===== config.mk =====
export PLATFORM = sky130hd
export DESIGN_NAME = wb_interconnect_n
export DESIGN_NICKNAME = d
export VERILOG_FILES = /design/src/rtl/wb_interconnect_n.sv
export SDC_FILE = /design/constraint.sdc
export NUM_CORES = 1
export LEC_CHECK = 0
export ABC_AREA = 1
export CORE_AREA = 2 2 136 138
export DETAILED_ROUTE_END_ITERATION = 8
export DIE_AREA = 0 0 138 140
export GPL_TIMING_DRIVEN = 0
export HOLD_SLACK_MARGIN = 0.05
export PLACE_DENSITY = 0.6
export RECOVER_POWER = 50
export SLEW_MARGIN = 15
export SYNTH_ARGS = -nofsm -noshare
export SYNTH_HDL_FRONTEND = slang
export SYNTH_SLANG_ARGS = --single-unit

===== constraint.sdc =====
create_clock -name clk_i -period 1.5 [get_ports clk_i]
set_clock_uncertainty 0.2 [all_clocks]
set_input_delay 0.375 -clock clk_i [delete_from_list [all_inputs] [get_ports clk_i]]
set_output_delay 0.375 -clock clk_i [all_outputs]
set_load 0.02 [all_outputs]

===== src/rtl/wb_interconnect_n.sv =====
// One-master to N-slave Wishbone classic interconnect with address decode,
// per-transaction slave latching, bus-error generation and fault recording.
module wb_interconnect_n #(
  parameter int unsigned WB_DATA_WIDTH  = 32,
  parameter int unsigned WB_ADDR_WIDTH  = 32,
  parameter int unsigned WB_SEL_WIDTH   = 4,
  parameter int unsigned NUM_SLAVES     = 4,
  parameter logic [NUM_SLAVES*WB_ADDR_WIDTH-1:0] SLAVE_BASE =
    {32'h3000_0000, 32'h2000_0000, 32'h1000_0000, 32'h0000_0000},
  parameter logic [NUM_SLAVES*WB_ADDR_WIDTH-1:0] SLAVE_MASK =
    {32'hF000_0000, 32'hF000_0000, 32'hF000_0000, 32'hF000_0000},
  parameter int unsigned TIMEOUT_CYCLES = 255,
  parameter int unsigned TO_W           = 8
) (
  input  logic                                clk_i,
  input  logic                                rst_n_i,
  input  logic [WB_ADDR_WIDTH-1:0]            wb_m_addr_i,
  input  logic [WB_DATA_WIDTH-1:0]            wb_m_data_i,
  input  logic                                wb_m_we_i,
  input  logic [WB_SEL_WIDTH-1:0]             wb_m_sel_i,
  input  logic                                wb_m_stb_i,
  input  logic                                wb_m_cyc_i,
  output logic                                wb_m_ack_o,
  output logic                                wb_m_err_o,
  output logic [WB_DATA_WIDTH-1:0]            wb_m_data_o,
  output logic [WB_ADDR_WIDTH-1:0]            wb_s_addr_o,
  output logic [WB_DATA_WIDTH-1:0]            wb_s_data_o,
  output logic                                wb_s_we_o,
  output logic [WB_SEL_WIDTH-1:0]             wb_s_sel_o,
  output logic [NUM_SLAVES-1:0]               wb_s_stb_o,
  output logic [NUM_SLAVES-1:0]               wb_s_cyc_o,
  input  logic [NUM_SLAVES-1:0]               wb_s_ack_i,
  input  logic [NUM_SLAVES*WB_DATA_WIDTH-1:0] wb_s_data_i,
  output logic [1:0]                          fault_code_o,
  output logic [WB_ADDR_WIDTH-1:0]            fault_addr_o,
  input  logic                                fault_clr_i
);

  typedef enum logic [1:0] {S_IDLE, S_BUSY, S_ERR} state_t;

  localparam logic [TO_W-1:0] TO_LAST = TO_W'(TIMEOUT_CYCLES - 1);

  state_t                     r_state, w_state_nxt;
  logic [NUM_SLAVES-1:0]      r_sel;
  logic [TO_W-1:0]            r_cnt;
  logic [1:0]                 r_fault_code;
  logic [WB_ADDR_WIDTH-1:0]   r_fault_addr;

  logic                       w_req;
  logic [NUM_SLAVES-1:0]      w_hit_oh;
  logic                       w_any_hit;
  logic                       w_sel_ack;
  logic [WB_DATA_WIDTH-1:0]   w_sel_data;
  logic                       w_to_hit;
  logic                       w_miss_fault;
  logic                       w_to_fault;

  assign w_req = wb_m_cyc_i & wb_m_stb_i;

  assign wb_s_addr_o = wb_m_addr_i;
  assign wb_s_data_o = wb_m_data_i;
  assign wb_s_we_o   = wb_m_we_i;
  assign wb_s_sel_o  = wb_m_sel_i;

  // Lowest-index hit wins when windows overlap.
  always_comb begin
    w_hit_oh  = '0;
    w_any_hit = 1'b0;
    for (int unsigned i = 0; i < NUM_SLAVES; i++) begin
      if (!w_any_hit &&
          ((wb_m_addr_i & SLAVE_MASK[i*WB_ADDR_WIDTH +: WB_ADDR_WIDTH]) ==
           SLAVE_BASE[i*WB_ADDR_WIDTH +: WB_ADDR_WIDTH])) begin
        w_hit_oh[i] = 1'b1;
        w_any_hit   = 1'b1;
      end
    end
  end

  always_comb begin
    w_sel_data = '0;
    for (int unsigned i = 0; i < NUM_SLAVES; i++) begin
      if (r_sel[i]) w_sel_data = w_sel_data | wb_s_data_i[i*WB_DATA_WIDTH +: WB_DATA_WIDTH];
    end
  end

  assign w_sel_ack    = (r_state == S_BUSY) && w_req && ((r_sel & wb_s_ack_i) != '0);
  assign w_to_hit     = (TIMEOUT_CYCLES != 0) && (r_cnt == TO_LAST);
  assign w_miss_fault = (r_state == S_IDLE) && w_req && !w_any_hit;
  assign w_to_fault   = (r_state == S_BUSY) && wb_m_cyc_i && !w_sel_ack && w_to_hit;

  always_ff @(posedge clk_i or negedge rst_n_i) begin
    if (!rst_n_i) begin
      r_state <= S_IDLE;
      r_sel   <= '0;
      r_cnt   <= '0;
    end else begin
      r_state <= w_state_nxt;
      if (r_state == S_IDLE && w_req && w_any_hit) begin
        r_sel <= w_hit_oh;
        r_cnt <= '0;
      end else if (r_state == S_BUSY && wb_m_cyc_i && !w_sel_ack && !w_to_hit &&
                   r_cnt != '1) begin
        r_cnt <= r_cnt + TO_W'(1);
      end
    end
  end

  // A fault raised in the same cycle as a clear request is kept.
  always_ff @(posedge clk_i or negedge rst_n_i) begin
    if (!rst_n_i) begin
      r_fault_code <= 2'b00;
      r_fault_addr <= '0;
    end else if (w_miss_fault) begin
      r_fault_code <= 2'b01;
      r_fault_addr <= wb_m_addr_i;
    end else if (w_to_fault) begin
      r_fault_code <= 2'b10;
      r_fault_addr <= wb_m_addr_i;
    end else if (fault_clr_i) begin
      r_fault_code <= 2'b00;
      r_fault_addr <= '0;
    end
  end

  always_comb begin
    w_state_nxt = r_state;
    case (r_state)
      S_IDLE: if (w_req) w_state_nxt = w_any_hit ? S_BUSY : S_ERR;
      S_BUSY: begin
        if (!wb_m_cyc_i)    w_state_nxt = S_IDLE;
        else if (w_sel_ack) w_state_nxt = S_IDLE;
        else if (w_to_hit)  w_state_nxt = S_ERR;
      end
      S_ERR:   w_state_nxt = S_IDLE;
      default: w_state_nxt = S_IDLE;
    endcase
  end

  always_comb begin
    wb_s_stb_o  = '0;
    wb_s_cyc_o  = '0;
    wb_m_ack_o  = 1'b0;
    wb_m_err_o  = 1'b0;
    wb_m_data_o = '0;
    case (r_state)
      S_BUSY: begin
        if (w_req) begin
          wb_s_stb_o = r_sel;
          wb_s_cyc_o = r_sel;
        end
        wb_m_ack_o  = w_sel_ack;
        wb_m_data_o = w_sel_data;
      end
      S_ERR:   wb_m_err_o = 1'b1;
      default: ;
    endcase
  end

  assign fault_code_o = r_fault_code;
  assign fault_addr_o = r_fault_addr;

endmodule


== Yosys cells after proc, flatten, opt, wreduce, memory -nomap -nowiden ==
Cells that the tools add are included.
Widths: inputs -> output; s select.
Word-level totals
  register bits after elaboration: 48
  latch bits: 0
  memory bits (writable): 0
  memory bits (read-only): 0
  output and inout bits: 145
  logic and storage cells: 75
  memories kept: 0
Operators by class
  add/subtract/negate cells: 1
  multipliers: 0
  divide/modulo/power cells: 0
  magnitude comparators: 0
  eq/ne operators: 9
  shifts and indexed selects: 0
  multiplexer cells: 30
  bitwise logic cells: 5
  reduce and logical (&&, ||, !) cells: 25
Operators with widths (number)
  $mux 32: 8
  $or 32x32->32: 3
  $logic_not 32->1: 1
  $mux 2: 8
  $mux 8: 2
  $logic_and 1x1->1: 13
  $mux 1: 9
  $add 8x1->8 const B: 1
  $eq 4x2->1 const B: 2
  $eq 8x8->1 const B: 1
  $mux 4: 2
  $ne 8x8->1 const B: 1
  $logic_not 1->1: 6
  $and 4x4->4: 1
  $eq 4x1->1 const B: 1
  $ne 4x4->1 const B: 1
  $pmux 2 s2: 1
  $reduce_bool 4->1: 1
  $reduce_bool 3->1: 1
  $eq 2x1->1 const B: 1
  $eq 2x2->1 const B: 1
  $logic_not 2->1: 1
  $ne 2x2->1 const B: 1
  $reduce_and 2->1: 1
  2 further kinds: 2

== Depth between registers and ports, before layout ==
  depth in word-level cells: 14
  mapped depth: 10

== Worst setup path after synthesis ==
Ideal clock, no wire load.
  kind: register -> output
  start: register r_sel[3]
  end: output port wb_s_stb_o[3]
  arrival: 1.412 ns
  data required time: 0.925 ns
  path slack: -0.487 ns
  stages on the path, launching flop included: 6
  path buffers: 3
  cell sequence: dfrtp_1 -> clkbuf_1 -> clkbuf_1 -> nand2_1 -> nor2_1 -> buf_4
On the way
  word-level cells in the longest chain between the ends: 2
RTL lines
  from (decl): RTL line 44  | logic [NUM_SLAVES-1:0] r_sel;
  from (signal assigned): RTL line 99  | r_sel <= w_hit_oh;
  $mux 4 (2 in series)
  to (decl): RTL line 30  | output logic [NUM_SLAVES-1:0] wb_s_stb_o,
No other way between the ends.

== Worst setup path after layout ==
  start: register r_state[1]
  end: output port wb_m_data_o[28]
On the way
  word-level cells in the longest chain between the ends: 2
RTL lines
  from (decl): RTL line 43  | state_t r_state, w_state_nxt;
  from (signal assigned): RTL line 97  | r_state <= w_state_nxt;
  $eq 2x1->1: RTL line 145  | case (r_state)
  $mux 32: RTL line 145
  to (decl): RTL line 25  | output logic [WB_DATA_WIDTH-1:0] wb_m_data_o,
No other way between the ends.

==> run metrics <==
outcome finished with violations; failing checks setup timing; Antenna Nets Post-Route 0; final worst slack -0.583 ns; DIE AREA 19300 um2; H-tree depth 2; multi-input logic area 2380 um2; cell count after synthesis 527; cell taking the most area after synthesis dfrtp_1; synthesized area 3630 um2; share of layout cells above drive strength 1 38.2%; Synth top area share 33.1%; fmax 480 MHz; number of cells after detailed placement 1070; die width 138 um; TritonCTS Sinks 48; Avg Inst Size Synth 6.89 um2; drt first pass iters 4; Static Leak 3.81 nW; commonest non-fill, non-tap cell in the layout nand2_1; # IOs 351; row count 49; crit-path max FO 6; Synth Area in Compound Gates 9.06%; ys flop type dfrtp_1; Crit Path Class reg -> out; final wirelength 17.6 mm; Post-Synth Adder-Cell Area 0.689%; Initial Util 20.4%; #FFs+latches synth 48; Synth Area in Simple Gates 35.1%; startpoint types flop; CP arrival 1.51 ns; diode count 0; post-DP HPWL 13.7 mm; Synth Area in XOR/XNOR 0.723%; number of max-cap violations 0; PortBufs 313; hold_sp wb_m_addr_i[30]; root buf cell clkbuf_16; minimum clock period 2.08 ns; GRT Util Overall 17.2%; YS warnings 0; gpl congestion 0.817; RSZ-0062 raised after global routing yes; largest family of logic cells by synthesized area simple AND/OR/NAND/NOR gates; Seq/Total Area, Yosys 33.1%; vias 4740; drt via density 4.28; endpoints failing hold 0; Synth Net Count 735; TritonCTS clock tree done; mux cell area share after synthesis 0%; Critical Path RT 0.92 ns; Cell Pwr Density 654 nW/um2; Iteration-0 DRC Markers 195; crit path capture type primary output; Register Area 1200 um2; height of the die 140 um; post-synth cell types 29; final setup vio count 90; largest net degree at the start of global routing 33; initial antenna violation count 0; synth-to-layout area growth 128%; Core Region 17800 um2; post-route setup TNS -37.32 ns; worst skew pair latency 0.29 ns; drt wl/cell 15.9 um; Pins Over Slew Limit 0; post-route DRC violation count 0; most frequent cells in the layout nand2_1, clkdlybuf4s50_1, buf_4; worst vdd ir 0.540 mV; Tcrit/Tclk final 139%; Inserted Clock Buffers 5; Tightest Pin Transition 0.448 ns; vias in the first global route 4647; Clock Tree Buf Depth 2; Critical Path Start r_state[1]; Slew headroom 70.1%; HP Class in -> reg; first-pass GRT wire length 26.7 mm; top cells by area, synth dfrtp_1, nand2_1, buf_4; Worst-path clk slew 0.07 ns; FFs w/ async S/R, synth 100%; Reg-to-Reg Start r_state[1]; non-filler cells in the finished layout 1107; Pwr Total 5.41 mW; gr ovfl total 0; EDFF count, synth 0; # nets final 1085; Filler cells 1787
==> cell families after synthesis <==
group,after synthesis
adder cells (fa/ha/maj),2
buffers and inverters,125
flip-flops,48
XOR/XNOR,3
AO/OA/AOI/OAI,40
AND/OR/NAND/NOR,309
==> report_power, final <==
part           internal (mW)  switching (mW)  total, mW
Sequential              1.41          0.0912       1.50
Clock                  0.665           0.497       1.16
Combinational           1.33            1.41       2.74
Total                   3.41            2.00       5.41
==> cell usage after synthesis (all sizes together), types with 2 or more instances <==
cell type and number:
nand2 233, o21ai 5, dfrtp 48, a41oi 32, xor2 2, nand4 3
ha 2, nand3 50, inv 22, nor2 18, nor3 2, clkbuf 19
buf 84
==> per-layer routing <==
layer	vias up	part of all wire, %	global-route usage (%)
met3	16	6.6	3.97
met1	2167	41	21.7
li1	2353	-	-
met4	0	1.5	4.40
met5	-	0	0
met2	204	50	29.8
==> registers in the layout, summed over array words and instances (netlist names) <==
register,flops
fault_addr_o,32
r_cnt,8
r_sel,4
fault_code_o,2
r_state,2
==> worst paths after layout <==
check                              endpoint  slack (ns)  cells past startpoint
max                         wb_m_data_o[28]       -0.58                      5
min                        fault_addr_o[30]        0.14                      3
max reg2reg                 fault_addr_o[0]       -0.38                     11
min reg2reg                fault_addr_o[21]        0.30                      2
max in group asynchronous          r_cnt[1]        0.13                      3
min in group asynchronous  fault_addr_o[25]        0.35                      2
==> critical path: stages, from the launching register on <==
cell and delay (ns):
dfrtp_1 0.42, inv_4 0.14, nand2_8 0.11, clkbuf_16 0.19
a41oi_2 0.18, buf_4 0.17
==> what timing repair did <==
item                                    CTS  global route
hold buffers                              1             0
resized for setup                       680            54
buffers inserted                          8            10
pin swaps                                11             7
cloned                                    6             4
endpoints found under the setup margin  193            94
hold endpoints to repair                 16             0
==> layout make-up <==
cell class,count,area share (%)
clock inverter,1,0.0908
sequential,48,14.6
buffer,103,12.4
multi-input combinational,357,28.8
tap,229,3.47
inverter,22,1.12
clock buffer,7,1.73
timing repair buffer,340,37.8
==> through the flow <==
step                hold WS (ns)  setup slack [ns]  area [um2]  utilization (%)
finish                     0.140            -0.583        8270             46.5
detailed placement         0.127             -1.16        7680             43.2
global route               0.167            -0.617        8270             46.5
floorplan                 -0.121            -0.124        4240                -
CTS                        0.212            -0.556        7960             44.8
global placement           0.288             -1.62        7660             43.1
No activity file was read; power rests on OpenSTA's default activity.
==> RTL change (same settings) <==
The parameter `WB_DATA_WIDTH` goes from 32 to 36.
--- a/src/rtl/wb_interconnect_n.sv
+++ b/src/rtl/wb_interconnect_n.sv
@@ -1,7 +1,7 @@
 // One-master to N-slave Wishbone classic interconnect with address decode,
 // per-transaction slave latching, bus-error generation and fault recording.
 module wb_interconnect_n #(
-  parameter int unsigned WB_DATA_WIDTH  = 32,
+  parameter int unsigned WB_DATA_WIDTH  = 36,
   parameter int unsigned WB_ADDR_WIDTH  = 32,
   parameter int unsigned WB_SEL_WIDTH   = 4,
   parameter int unsigned NUM_SLAVES     = 4,
Interface: changed (resized wb_m_data_i, wb_m_data_o, wb_s_data_i and wb_s_data_o); port bits go from 351 to 379. The function was not compared with the original's and may differ.
==> RTL change against the unedited design <==
  * The flow still finishes with violations (setup timing)
  * Total power rose by 4.6%
  * Area after synthesis rose by 4.8%
  * Core utilization rose by 4.0 points
  * Cell count up 5.8%
  * Sequential share of layout area fell by 1.2 points
  * Worst hold slack worse by 0.0041 ns
  * Wire length up 13%
  * Setup slack got worse by 0.055 ns
  * Critical endpoint is now wb_m_data_o[9]
  * Final area is 8.7% higher
  * Sequential cell count unchanged
  * Register-to-register slack better by 0.04 ns
==> RTL change: results (changes against the unedited design) <==
routing:
  m1WireLength_um: 8070  # was 7310 um
  dr.max_layer_used: "met4"  # unchanged
  vias_per_cell: 4.40  # was 4.28
  met2_length_um: 10300  # was 8890 um
  route.met3.wl_um: 1320  # was 1160 um
  drtIter0Drc: 137  # was 195
  dr_total_vias: 5157  # was 4,740
  wl_um: 19900  # was 17,600 um
  drtPass1Iterations: 6  # was 4
critical_path:
  crit_fanout: 10  # was 6
  worstPathArrival_ns: 1.56  # was 1.51 ns
finish:
  multi_input_area_um2: 2660  # was 2380 um^2
  final_core_util: 0.505  # was 0.465
  buffer_area_frac: 0.509  # was 0.502
  antenna_cells: 1  # was 0
  seq_share: 0.134  # was 0.146
  layout-drive-gt1-share: 0.436  # was 0.382
  largest_reg_flops: 32  # unchanged
  clk_share: 0.0187  # was 0.0182
  multi_input_cells: 375  # was 357
  fill_cells: 1801  # was 1,787
  signal_buffers: 488  # was 443
power_and_ir_drop:
  p_switching_mw: 2.12  # was 2.00 mW
  pwr_density_cell_nw_per_um2: 629  # was 654 nW/um^2
  power_clock_mw: 1.30  # was 1.16 mW
  pg_comb_mw: 2.88  # was 2.74 mW
  vdd.ir_drop.worst_mv: 0.402  # was 0.540 mV
  leakagePower_nw: 4.14  # was 3.81 nW
outcome:
  outcome: "finished, violations left"  # unchanged
  violations: "setup timing"  # unchanged
synthesis:
  yosysUniqueCellTypes: 32  # was 29
  syn_nets: 780  # was 735
  synth_area_leaders: "dfrtp_1 (32%), nand2_1 (23%), buf_4 (15%), a41oi_1 (8.3%), nand3_1 (6.3%)"  # was dfrtp_1 (33%), nand2_1 (24%), buf_4 (15%), a41oi_1 (7.7%), nand3_1 (6.8%)
  synth_commonest_cells: "nand2_1 (238), buf_4 (77), dfrtp_1 (48), nand3_1 (48), a41oi_1 (36)"  # was nand2_1 (232), buf_4 (73), nand3_1 (49)
  ys_seq_area_frac: 0.316  # was 0.331
  async_flop_share: 1.00  # unchanged
  syn_avg_cell_area_um2: 6.89  # about the same
grt:
  use_met3: 0.0458  # was 0.0397
  grt_pass1_vias: 5189  # was 4,647
  antenna_found_initial: 1  # was 0
  track_usage: 0.194  # was 0.172
  grt_pass1_wl_um: 29900  # was 26,700 um
  grt_max_degree: 27  # was 33
  grtUsageMet2: 0.351  # was 0.298
  met1_usage: 0.235  # was 0.217
placed_design:
  gp_congestion: 0.862  # was 0.817
  placedCellCount: 1119  # was 1,070
  placement.cell_area_um2: 8140  # was 7680 um^2
  hpwl_um: 15600  # was 13,700 um
  io_buffer_count: 337  # was 313
sta:
  setup_tns_ns: -39.20  # was -37.32 ns
  setup_viol: 93  # was 90
  worst_slack_ns: -0.637  # was -0.583 ns
  slew_headroom: 0.565  # was 0.701
cts:
  clk_pin_slew_worst_paths_ns: 0.07  # about the same
  clkLatencyLatePin_ns: 0.29  # about the same
RTL change: cell types whose count changed in the layout (fill, tap and decap cells not counted), moves of 9 or more:
cell | unedited run | this run
nand3_2 | 4 | 13
clkdlybuf4s50_1 | 133 | 147
nand2_1 | 211 | 194
clkbuf_4 | 29 | 43
nand3_1 | 45 | 36
nand2_2 | 17 | 43
RTL change: what timing repair did:
item                                    4_1_cts  5_1_grt
pin swaps                                    16       14
endpoints found under the hold margin        22        0
gates resized for setup                     735       92
hold buffers                                  1        0
endpoints found under the setup margin      201      100
buffers inserted                             24       14
cloned                                        6        3
RTL change: through the flow:
stage	hold WS [ns]	worst slack (ns)
4_1_cts	0.171	-0.643
2_1_floorplan	-0.121	-0.153
5_1_grt	0.152	-0.688
3_3_place_gp	0.289	-1.65
6_report	0.136	-0.637
3_5_place_dp	0.207	-1.19
RTL change: worst paths after layout:
check | start | endpoint | slack [ns] | depth (start not counted)
worst max-delay path | r_state[1] | wb_m_data_o[9] | -0.64 | 6
worst min-delay path | wb_m_addr_i[17] | fault_addr_o[17] | 0.14 | 3
worst max register to register | r_state[1] | fault_addr_o[18] | -0.34 | 11
worst min register to register | fault_addr_o[18] | fault_addr_o[18] | 0.31 | 2
max in group asynchronous | rst_n_i | fault_addr_o[16] | 0.08 | 3
min in group asynchronous | rst_n_i | fault_addr_o[0] | 0.44 | 2
RTL change: kinds of logic after synthesis:
logic type                 synth area share
and+or+nand+nor                       0.362
DFF                                   0.316
buffers and inverters                 0.214
adders and majority gates           0.00658
AOI/OAI and AO/OA                    0.0947
xor gates and xnor gates            0.00691
RTL change: critical path: stages (launching register included):
cell and delay, ns:
dfrtp_1 0.41, inv_2 0.10, nand2_4 0.08, clkbuf_16 0.18
buf_12 0.16, a41oi_4 0.19, buf_6 0.14
